## src/rtl/mem_stage_pkg.sv

```systemverilog
// Shared types and lane constants for the RV32I memory-access stage.
// Used by mem_stage (top) and mem_lsu_align (store/load lane logic).
package mem_stage_pkg;

  typedef enum logic [1:0] {
    MEM_BYTE = 2'd0,
    MEM_HALF = 2'd1,
    MEM_WORD = 2'd2
  } mem_size_e;

  typedef enum logic {
    IDLE = 1'b0,
    REQ  = 1'b1
  } mem_state_e;

  localparam logic [3:0] BE_BYTE = 4'b0001;
  localparam logic [3:0] BE_HALF = 4'b0011;
  localparam logic [3:0] BE_WORD = 4'b1111;

  // Size encoding 3 has no meaning of its own and is handled as a word access.
  function automatic mem_size_e eff_size(input logic [1:0] size);
    return (size == 2'd3) ? MEM_WORD : mem_size_e'(size);
  endfunction

endpackage

```

## src/rtl/mem_lsu_align.sv

```systemverilog
// Combinational lane logic: store data replication / byte enables and
// load byte-lane extraction with sign or zero extension.
module mem_lsu_align
  import mem_stage_pkg::*;
(
  input  logic [1:0]  st_size,
  input  logic [1:0]  st_off,
  input  logic [31:0] st_data,
  output logic [31:0] st_wdata,
  output logic [3:0]  st_be,
  input  logic [1:0]  ld_size,
  input  logic [1:0]  ld_off,
  input  logic        ld_signed,
  input  logic [31:0] ld_rdata,
  output logic [31:0] ld_value
);

  logic [31:0] byte_sh;
  logic [31:0] half_sh;

  always_comb begin
    st_wdata = st_data;
    st_be    = BE_WORD;
    case (eff_size(st_size))
      MEM_BYTE: begin
        st_wdata = {4{st_data[7:0]}};
        st_be    = BE_BYTE << st_off;
      end
      MEM_HALF: begin
        st_wdata = {2{st_data[15:0]}};
        st_be    = BE_HALF << {st_off[1], 1'b0};
      end
      default: ;
    endcase
  end

  // Halfword extraction ignores off[0], so a misaligned half reads its aligned pair.
  always_comb begin
    byte_sh  = ld_rdata >> {ld_off, 3'b000};
    half_sh  = ld_rdata >> {ld_off[1], 4'b0000};
    ld_value = ld_rdata;
    case (eff_size(ld_size))
      MEM_BYTE: ld_value = {{24{ld_signed & byte_sh[7]}}, byte_sh[7:0]};
      MEM_HALF: ld_value = {{16{ld_signed & half_sh[15]}}, half_sh[15:0]};
      default:  ;
    endcase
  end

endmodule

```

## src/rtl/mem_stage.sv

```systemverilog
// Memory-access stage: passes ALU results or runs one load/store on a
// single-outstanding req/ack bus. Optional MEM_MISALIGN_TRAP_EN traps misaligned half/word accesses.
module mem_stage
  import mem_stage_pkg::*;
#(
  parameter int ACK_TIMEOUT = 255
) (
  input  logic        clk_i,
  input  logic        reset_i,
  input  logic [4:0]  ex_rd_index_r,
  input  logic [31:0] ex_alu_res_r,
  input  logic [31:0] ex_mem_data_r,
  input  logic        ex_mem_rd_r,
  input  logic        ex_mem_wr_r,
  input  logic        ex_mem_signed_r,
  input  logic [1:0]  ex_mem_size_r,
  output logic        dmem_req_o,
  output logic        dmem_we_o,
  output logic [31:0] dmem_addr_o,
  output logic [3:0]  dmem_be_o,
  output logic [31:0] dmem_wdata_o,
  input  logic        dmem_ack_i,
  input  logic [31:0] dmem_rdata_i,
  output logic [4:0]  mem_rd_index_r,
  output logic [31:0] mem_rd_value_r,
  output logic        mem_bus_err_r,
  output mem_state_e  mem_state_dbg,
  output logic        mem_stall_w
`ifdef MEM_MISALIGN_TRAP_EN
  ,
  output logic        mem_misalign_r,
  output logic [31:0] mem_fault_addr_r
`endif
);

  localparam int CNT_W = (ACK_TIMEOUT > 1) ? $clog2(ACK_TIMEOUT) : 1;

  mem_state_e        state, state_next;
  logic [CNT_W-1:0]  wd_cnt;
  logic [1:0]        lat_off;
  logic [1:0]        lat_size;
  logic              lat_signed;
  logic [4:0]        lat_rd;
  logic              mem_op;
  logic              misalign;
  logic              expire;
  logic [31:0]       st_wdata;
  logic [3:0]        st_be;
  logic [31:0]       ld_value;

  assign mem_op = ex_mem_rd_r | ex_mem_wr_r;

`ifdef MEM_MISALIGN_TRAP_EN
  assign misalign = mem_op &&
                    (((eff_size(ex_mem_size_r) == MEM_HALF) && ex_alu_res_r[0]) ||
                     ((eff_size(ex_mem_size_r) == MEM_WORD) && (ex_alu_res_r[1:0] != 2'b00)));
`else
  assign misalign = 1'b0;
`endif

  // Expiry fires in the REQ cycle that would be the ACK_TIMEOUT-th without an ack.
  assign expire = (ACK_TIMEOUT > 0) && (state == REQ) && !dmem_ack_i &&
                  (wd_cnt == CNT_W'(ACK_TIMEOUT - 1));

  assign mem_state_dbg = state;

  mem_lsu_align u_align (
    .st_size   (ex_mem_size_r),
    .st_off    (ex_alu_res_r[1:0]),
    .st_data   (ex_mem_data_r),
    .st_wdata  (st_wdata),
    .st_be     (st_be),
    .ld_size   (lat_size),
    .ld_off    (lat_off),
    .ld_signed (lat_signed),
    .ld_rdata  (dmem_rdata_i),
    .ld_value  (ld_value)
  );

  always_ff @(posedge clk_i or negedge reset_i) begin
    if (!reset_i) state <= IDLE;
    else          state <= state_next;
  end

  // Handshake: a request is offered while dmem_req_o = 1 with every bus field
  // held stable; it completes in the cycle dmem_ack_i = 1 (rdata valid then).
  always_comb begin
    state_next  = state;
    mem_stall_w = 1'b0;
    case (state)
      IDLE: begin
        mem_stall_w = mem_op & ~misalign;
        if (mem_op && !misalign) state_next = REQ;
      end
      REQ: begin
        mem_stall_w = ~dmem_ack_i & ~expire;
        if (dmem_ack_i || expire) state_next = IDLE;
      end
      default: state_next = IDLE;
    endcase
  end

  always_ff @(posedge clk_i or negedge reset_i) begin
    if (!reset_i) begin
      dmem_req_o       <= 1'b0;
      dmem_we_o        <= 1'b0;
      dmem_addr_o      <= '0;
      dmem_be_o        <= '0;
      dmem_wdata_o     <= '0;
      mem_rd_index_r   <= '0;
      mem_rd_value_r   <= '0;
      mem_bus_err_r    <= 1'b0;
      wd_cnt           <= '0;
      lat_off          <= '0;
      lat_size         <= '0;
      lat_signed       <= 1'b0;
      lat_rd           <= '0;
`ifdef MEM_MISALIGN_TRAP_EN
      mem_misalign_r   <= 1'b0;
      mem_fault_addr_r <= '0;
`endif
    end else begin
      mem_bus_err_r  <= 1'b0;
`ifdef MEM_MISALIGN_TRAP_EN
      mem_misalign_r <= 1'b0;
`endif
      case (state)
        IDLE: begin
          wd_cnt <= '0;
          if (mem_op && !misalign) begin
            dmem_req_o     <= 1'b1;
            dmem_we_o      <= ex_mem_wr_r;
            dmem_addr_o    <= {ex_alu_res_r[31:2], 2'b00};
            dmem_be_o      <= st_be;
            dmem_wdata_o   <= st_wdata;
            lat_off        <= ex_alu_res_r[1:0];
            lat_size       <= ex_mem_size_r;
            lat_signed     <= ex_mem_signed_r;
            lat_rd         <= ex_rd_index_r;
            mem_rd_index_r <= '0;
          end else if (misalign) begin
            mem_rd_index_r   <= '0;
`ifdef MEM_MISALIGN_TRAP_EN
            mem_misalign_r   <= 1'b1;
            mem_fault_addr_r <= ex_alu_res_r;
`endif
          end else begin
            mem_rd_index_r <= ex_rd_index_r;
            mem_rd_value_r <= ex_alu_res_r;
          end
        end
        REQ: begin
          if (dmem_ack_i) begin
            dmem_req_o <= 1'b0;
            wd_cnt     <= '0;
            if (dmem_we_o) begin
              mem_rd_index_r <= '0;
            end else begin
              mem_rd_index_r <= lat_rd;
              mem_rd_value_r <= ld_value;
            end
          end else if (expire) begin
            dmem_req_o     <= 1'b0;
            wd_cnt         <= '0;
            mem_bus_err_r  <= 1'b1;
            mem_rd_index_r <= '0;
          end else begin
            wd_cnt         <= wd_cnt + CNT_W'(1);
            mem_rd_index_r <= '0;
          end
        end
        default: ;
      endcase
    end
  end

endmodule

```

## config.mk

```make
export PLATFORM = sky130hd
export DESIGN_NAME = mem_stage
export DESIGN_NICKNAME = d
export VERILOG_FILES = /design/src/rtl/mem_stage_pkg.sv /design/src/rtl/mem_lsu_align.sv /design/src/rtl/mem_stage.sv
export SDC_FILE = /design/constraint.sdc
export NUM_CORES = 1
export LEC_CHECK = 0
export ABC_AREA = 1
export CAP_MARGIN = 10
export CORE_MARGIN = 1
export CORE_UTILIZATION = 40
export CTS_CLUSTER_SIZE = 20
export DETAILED_ROUTE_END_ITERATION = 10
export PLACE_DENSITY = 0.81
export SLEW_MARGIN = 20
export SYNTH_ARGS = -nofsm -noshare
export SYNTH_HDL_FRONTEND = slang
export SYNTH_HIERARCHICAL = 1
export SYNTH_SLANG_ARGS = --single-unit
```

## constraint.sdc

```tcl
create_clock -name clk_i -period 2.7 [get_ports clk_i]
set_clock_uncertainty 0.15 [all_clocks]
set_input_delay 0.81 -clock clk_i [delete_from_list [all_inputs] [get_ports clk_i]]
set_output_delay 0.81 -clock clk_i [all_outputs]
set_load 0.01 [all_outputs]
```

==> flow_results.org <==
** STA
- At the pin with the least slew margin, the transition time is 1.04 ns.
- Final critical-path required period :: 2.66 ns
- Final number of hold-violating endpoints :: 0
- Timing would allow up to 376 MHz.
- Max Slew Vio Count :: 0
- Setup violations remaining at the end of the flow were counted as 0.
- Total Negative Setup Slacks :: 0 ns
- Of the available clock period, the critical path in the final layout requires between 90% and 100%.
- In this run the tightest slew margin relative to its limit is 30.7%.
- RSZ-0062 raised after global routing :: no

** Yosys
- Sequential area share after synthesis :: 48.9%
- The synthesized design contains 125 register bits.
- Yosys mapped the design onto 37 distinct sky130hd cell types.
- Post-synth EDFFs :: 0
- Netlist area before placement :: 0.00640 mm²
- Counting flops with an async set or reset pin after synthesis yields a share of between 90% and 100%.
- For this run, the leading register cell type out of synthesis is sky130_fd_sc_hd__dfrtp_1.
- The average instance in the mapped netlist occupies 7.83 µm².
- Yosys printed 6 warnings.
- Synthesis produced a netlist whose cell count is between 800 and 900.

** Setup path
- For the worst setup path, the data required time is roughly 1.7 ns.
- On the worst path, the slowest cell contributes a delay of 0.48 ns.
- Ordered cell list for the critical path :: clkdlybuf4s50_1, nor2_2, nor2_4, clkinv_2, nand2_2, buf_6
- RR Startpoint :: mem_state_dbg$_DFF_PN0_
- For the worst setup path, the data arrival time is 1.70 ns.
- The worst register-to-register path ends at mem_rd_value_r[29]$_DFFE_PN0P_.
- The setup check on the worst reg-to-reg path leaves a slack of between 0.5 and 0.6 ns.
- Along the worst path, the maximum fanout reaches 2.
- The worst setup path is of the input port to output port kind.
- Crit path capture type :: output port
- The critical path contains buffers and inverters numbering 3 combined.
- In this design, the largest share of critical-path delay is due to buffers and inverters.
- Cell count of the worst reg-to-reg path :: 7
- Cell at the slowest stage of the critical path :: sky130_fd_sc_hd__clkdlybuf4s50_1
- STA classifies the critical path startpoint as an input port.

** Placed design
- PortBufs :: 216
- Routability-driven placement finished with a final weighted congestion of 0.840.
- After legalization and detailed placement, the total HPWL measured approximately 13,000 µm.
- The placed instances occupy a cell area of 0.00863 mm².

** Drt
- Dividing the detail-routed via count by the number of cells gives 4.84.
- Detailed Route Iter0 Violations :: 473
- DR WL/cell :: 14.6 µm
- In this run the remaining antenna-violating nets after routing total 0.
- WL final :: about 18,000 µm
- Pre-Repair DR Iteration Count :: 5
- DRC errors left :: 0
- Count of vias placed by the detailed router :: between 6,000 and 7,000

** Global routing
- The number of global-route vias before repair was 5,731.
- Global Route Usage Sum :: between 20% and 30%
- Pin count of the biggest net entering global routing :: ~110
- Antenna violations before repair :: 0
- Global route overflow :: 0
- Wire length of the first global-routing pass :: about 29,000 µm

** Status
- Outcome :: finished clean

** Clocking
- Root cell of the clock tree :: sky130_fd_sc_hd__clkbuf_16
- The number of clock buffers added by TritonCTS is 17.
- For the worst-skew pair, the clock arrives at the later sink with an insertion delay of 0.41 ns.
- In this run the number of H-tree levels came out at 4.
- The number of setup buffers added after CTS is 0.
- Maximum count of clock buffers along a single path :: 2
- Sink count of the clock tree :: 125
- Clock transition at the registers of the reported paths :: 0.06 ns
- TritonCTS clock tree :: yes

** Floorplan
- In this run the count of I/O pins placed on the die edge is 219.
- Effective utilization at floorplan :: 41.5%
- Die span in y :: 128 µm
- The core region is 0.0154 mm².
- The initialized floorplan defines 45 standard-cell rows.
- The floorplan step defined a die boundary enclosing 0.0165 mm².
- Die Width :: roughly 130 µm

** Power and ir drop
- P_leak :: between 4 and 5 nW
- In this run the power density over the cells is 977 mW/mm².
- Peak ir drop on the vdd network :: 0.000442 V

** Final layout
- Cells with a size suffix above 1 make up 10.2% of the layout.
- Fill cell total of the finished layout :: 1,418
- The sequential cells in the finished layout cover a total of 0.00313 mm².
- Area grow syn2layout :: 45.2%
- Most frequent standard cell in the layout excluding fill and tap cells :: sky130_fd_sc_hd__nand2_1
- In the final layout, the multi-input gates occupy between 0.002 and 0.003 mm².
- The number of antenna diodes in the final layout is 0.
- Finished layout cell area :: 0.00929 mm²
- The library cells used most frequently in the layout, excluding fill and tap cells, are sky130_fd_sc_hd__nand2_1, sky130_fd_sc_hd__clkdlybuf4s50_1, sky130_fd_sc_hd__dfrtp_1, sky130_fd_sc_hd__inv_1, sky130_fd_sc_hd__o21ai_1.
- For this run, the post-layout net count is approximately 1,100.

** Flow run
- Across the run, the number of max-cap violations was 0.

** Hold path
- The worst hold path belongs to the class input port to asynchronous set/reset pin.
[power breakdown]
group          internal, W  switching [W]
logic              0.00182        0.00184
registers          0.00253       0.000388
clock network      0.00166       0.000827
[worst reg2reg max path, delay by kind of cell (launching register included)]
kind            cells  cell delay [ns]
compound gates      1             0.14
buf+inv             3             0.86
simple gates        3             0.50
flops               1             0.46
[cell type report]
cell class	count	area share [%]
Clock buffer	22	5.32
Inverter	62	2.61
Clock inverter	10	1.71
Timing Repair Buffer	233	25.0
Sequential cell	125	33.7
Multi-Input combinational cell	578	28.9
Tap cell	211	2.84
[kinds of logic after synthesis]
| family | Yosys count | share of synthesized area [%] |
|---|---|---|
| adders and majority gates | 2 | 0.391 |
| buffers and inverters | 115 | 9.29 |
| and+or+nand+nor | 434 | 29.5 |
| AOI/OAI and AO/OA | 137 | 11.4 |
| xor gates and xnor gates | 3 | 0.411 |
| DFF | 125 | 48.9 |
| other | 1 | 0.0586 |
[what timing repair did]
| action | 4_1_cts | 5_1_grt |
|---|---|---|
| gates cloned | 0 | 0 |
| resized for setup | 4 | 4 |
| pin swaps | 1 | 2 |
| endpoints found under the setup margin | 1 | 1 |
| hold buffers | 0 | 0 |
[flip-flops by register name, indices dropped and copies added, names as in the netlist]
| register | cells |
|---|---|
| dmem_addr_o | 30 |
| dmem_be_o | 4 |
| dmem_req_o | 1 |
| dmem_wdata_o | 32 |
| dmem_we_o | 1 |
| lat_off | 2 |
| lat_rd | 5 |
| lat_signed | 1 |
| lat_size | 2 |
| mem_bus_err_r | 1 |
| mem_rd_index_r | 5 |
| mem_rd_value_r | 32 |
| mem_state_dbg | 1 |
| wd_cnt | 8 |
[cells in the mapped netlist, drive strengths merged (2+ instances only)]
master	number	area, µm²
a21oi	35	175
and2	7	51.3
buf	40	302
clkbuf	13	51.3
dfrtp	125	3130
ha	2	25.0
inv	61	236
nand2	329	1270
nand3	33	270
nor2	56	233
o211ai	15	113
o21ai	81	405
o22ai	5	31.3
or2	7	43.8
xor2	2	17.5
[how the worst max path moves through the flow]
stage                   to  cells after the start         from
6_report       mem_stall_w                      6  ex_mem_rd_r
5_1_grt        mem_stall_w                      6  ex_mem_rd_r
4_1_cts        mem_stall_w                      6  ex_mem_wr_r
3_5_place_dp   mem_stall_w                      6  ex_mem_wr_r
3_3_place_gp   mem_stall_w                      6  ex_mem_wr_r
2_1_floorplan  mem_stall_w                      6  ex_mem_wr_r
[metal layers]
layer / routed length [µm] / vias up / global-route usage [%]
li1: - / 2964 / -
met1: 7560 / 2780 / 28.5
met2: 8850 / 235 / 37.8
met3: 1460 / 24 / 6.28
met4: 308 / 0 / 8.86
met5: 0 / - / 0
[per-stage QoR]
step                      utilization, %  setup slack, ns  hold slack, ns  instances  power (W)
after detailed placement            55.9           -0.397           0.311       1209    0.00661
after floorplan                        -            0.191           0.304        818    0.00482
after global placement              55.9           -0.373           0.304       1209    0.00652
final                               60.2           0.0390           0.148       1241    0.00907
after global routing                60.2         0.000831           0.169       1241    0.00965
after CTS                           60.1          0.00847           0.150       1241    0.00916
Power figures use the tool's default switching activity.
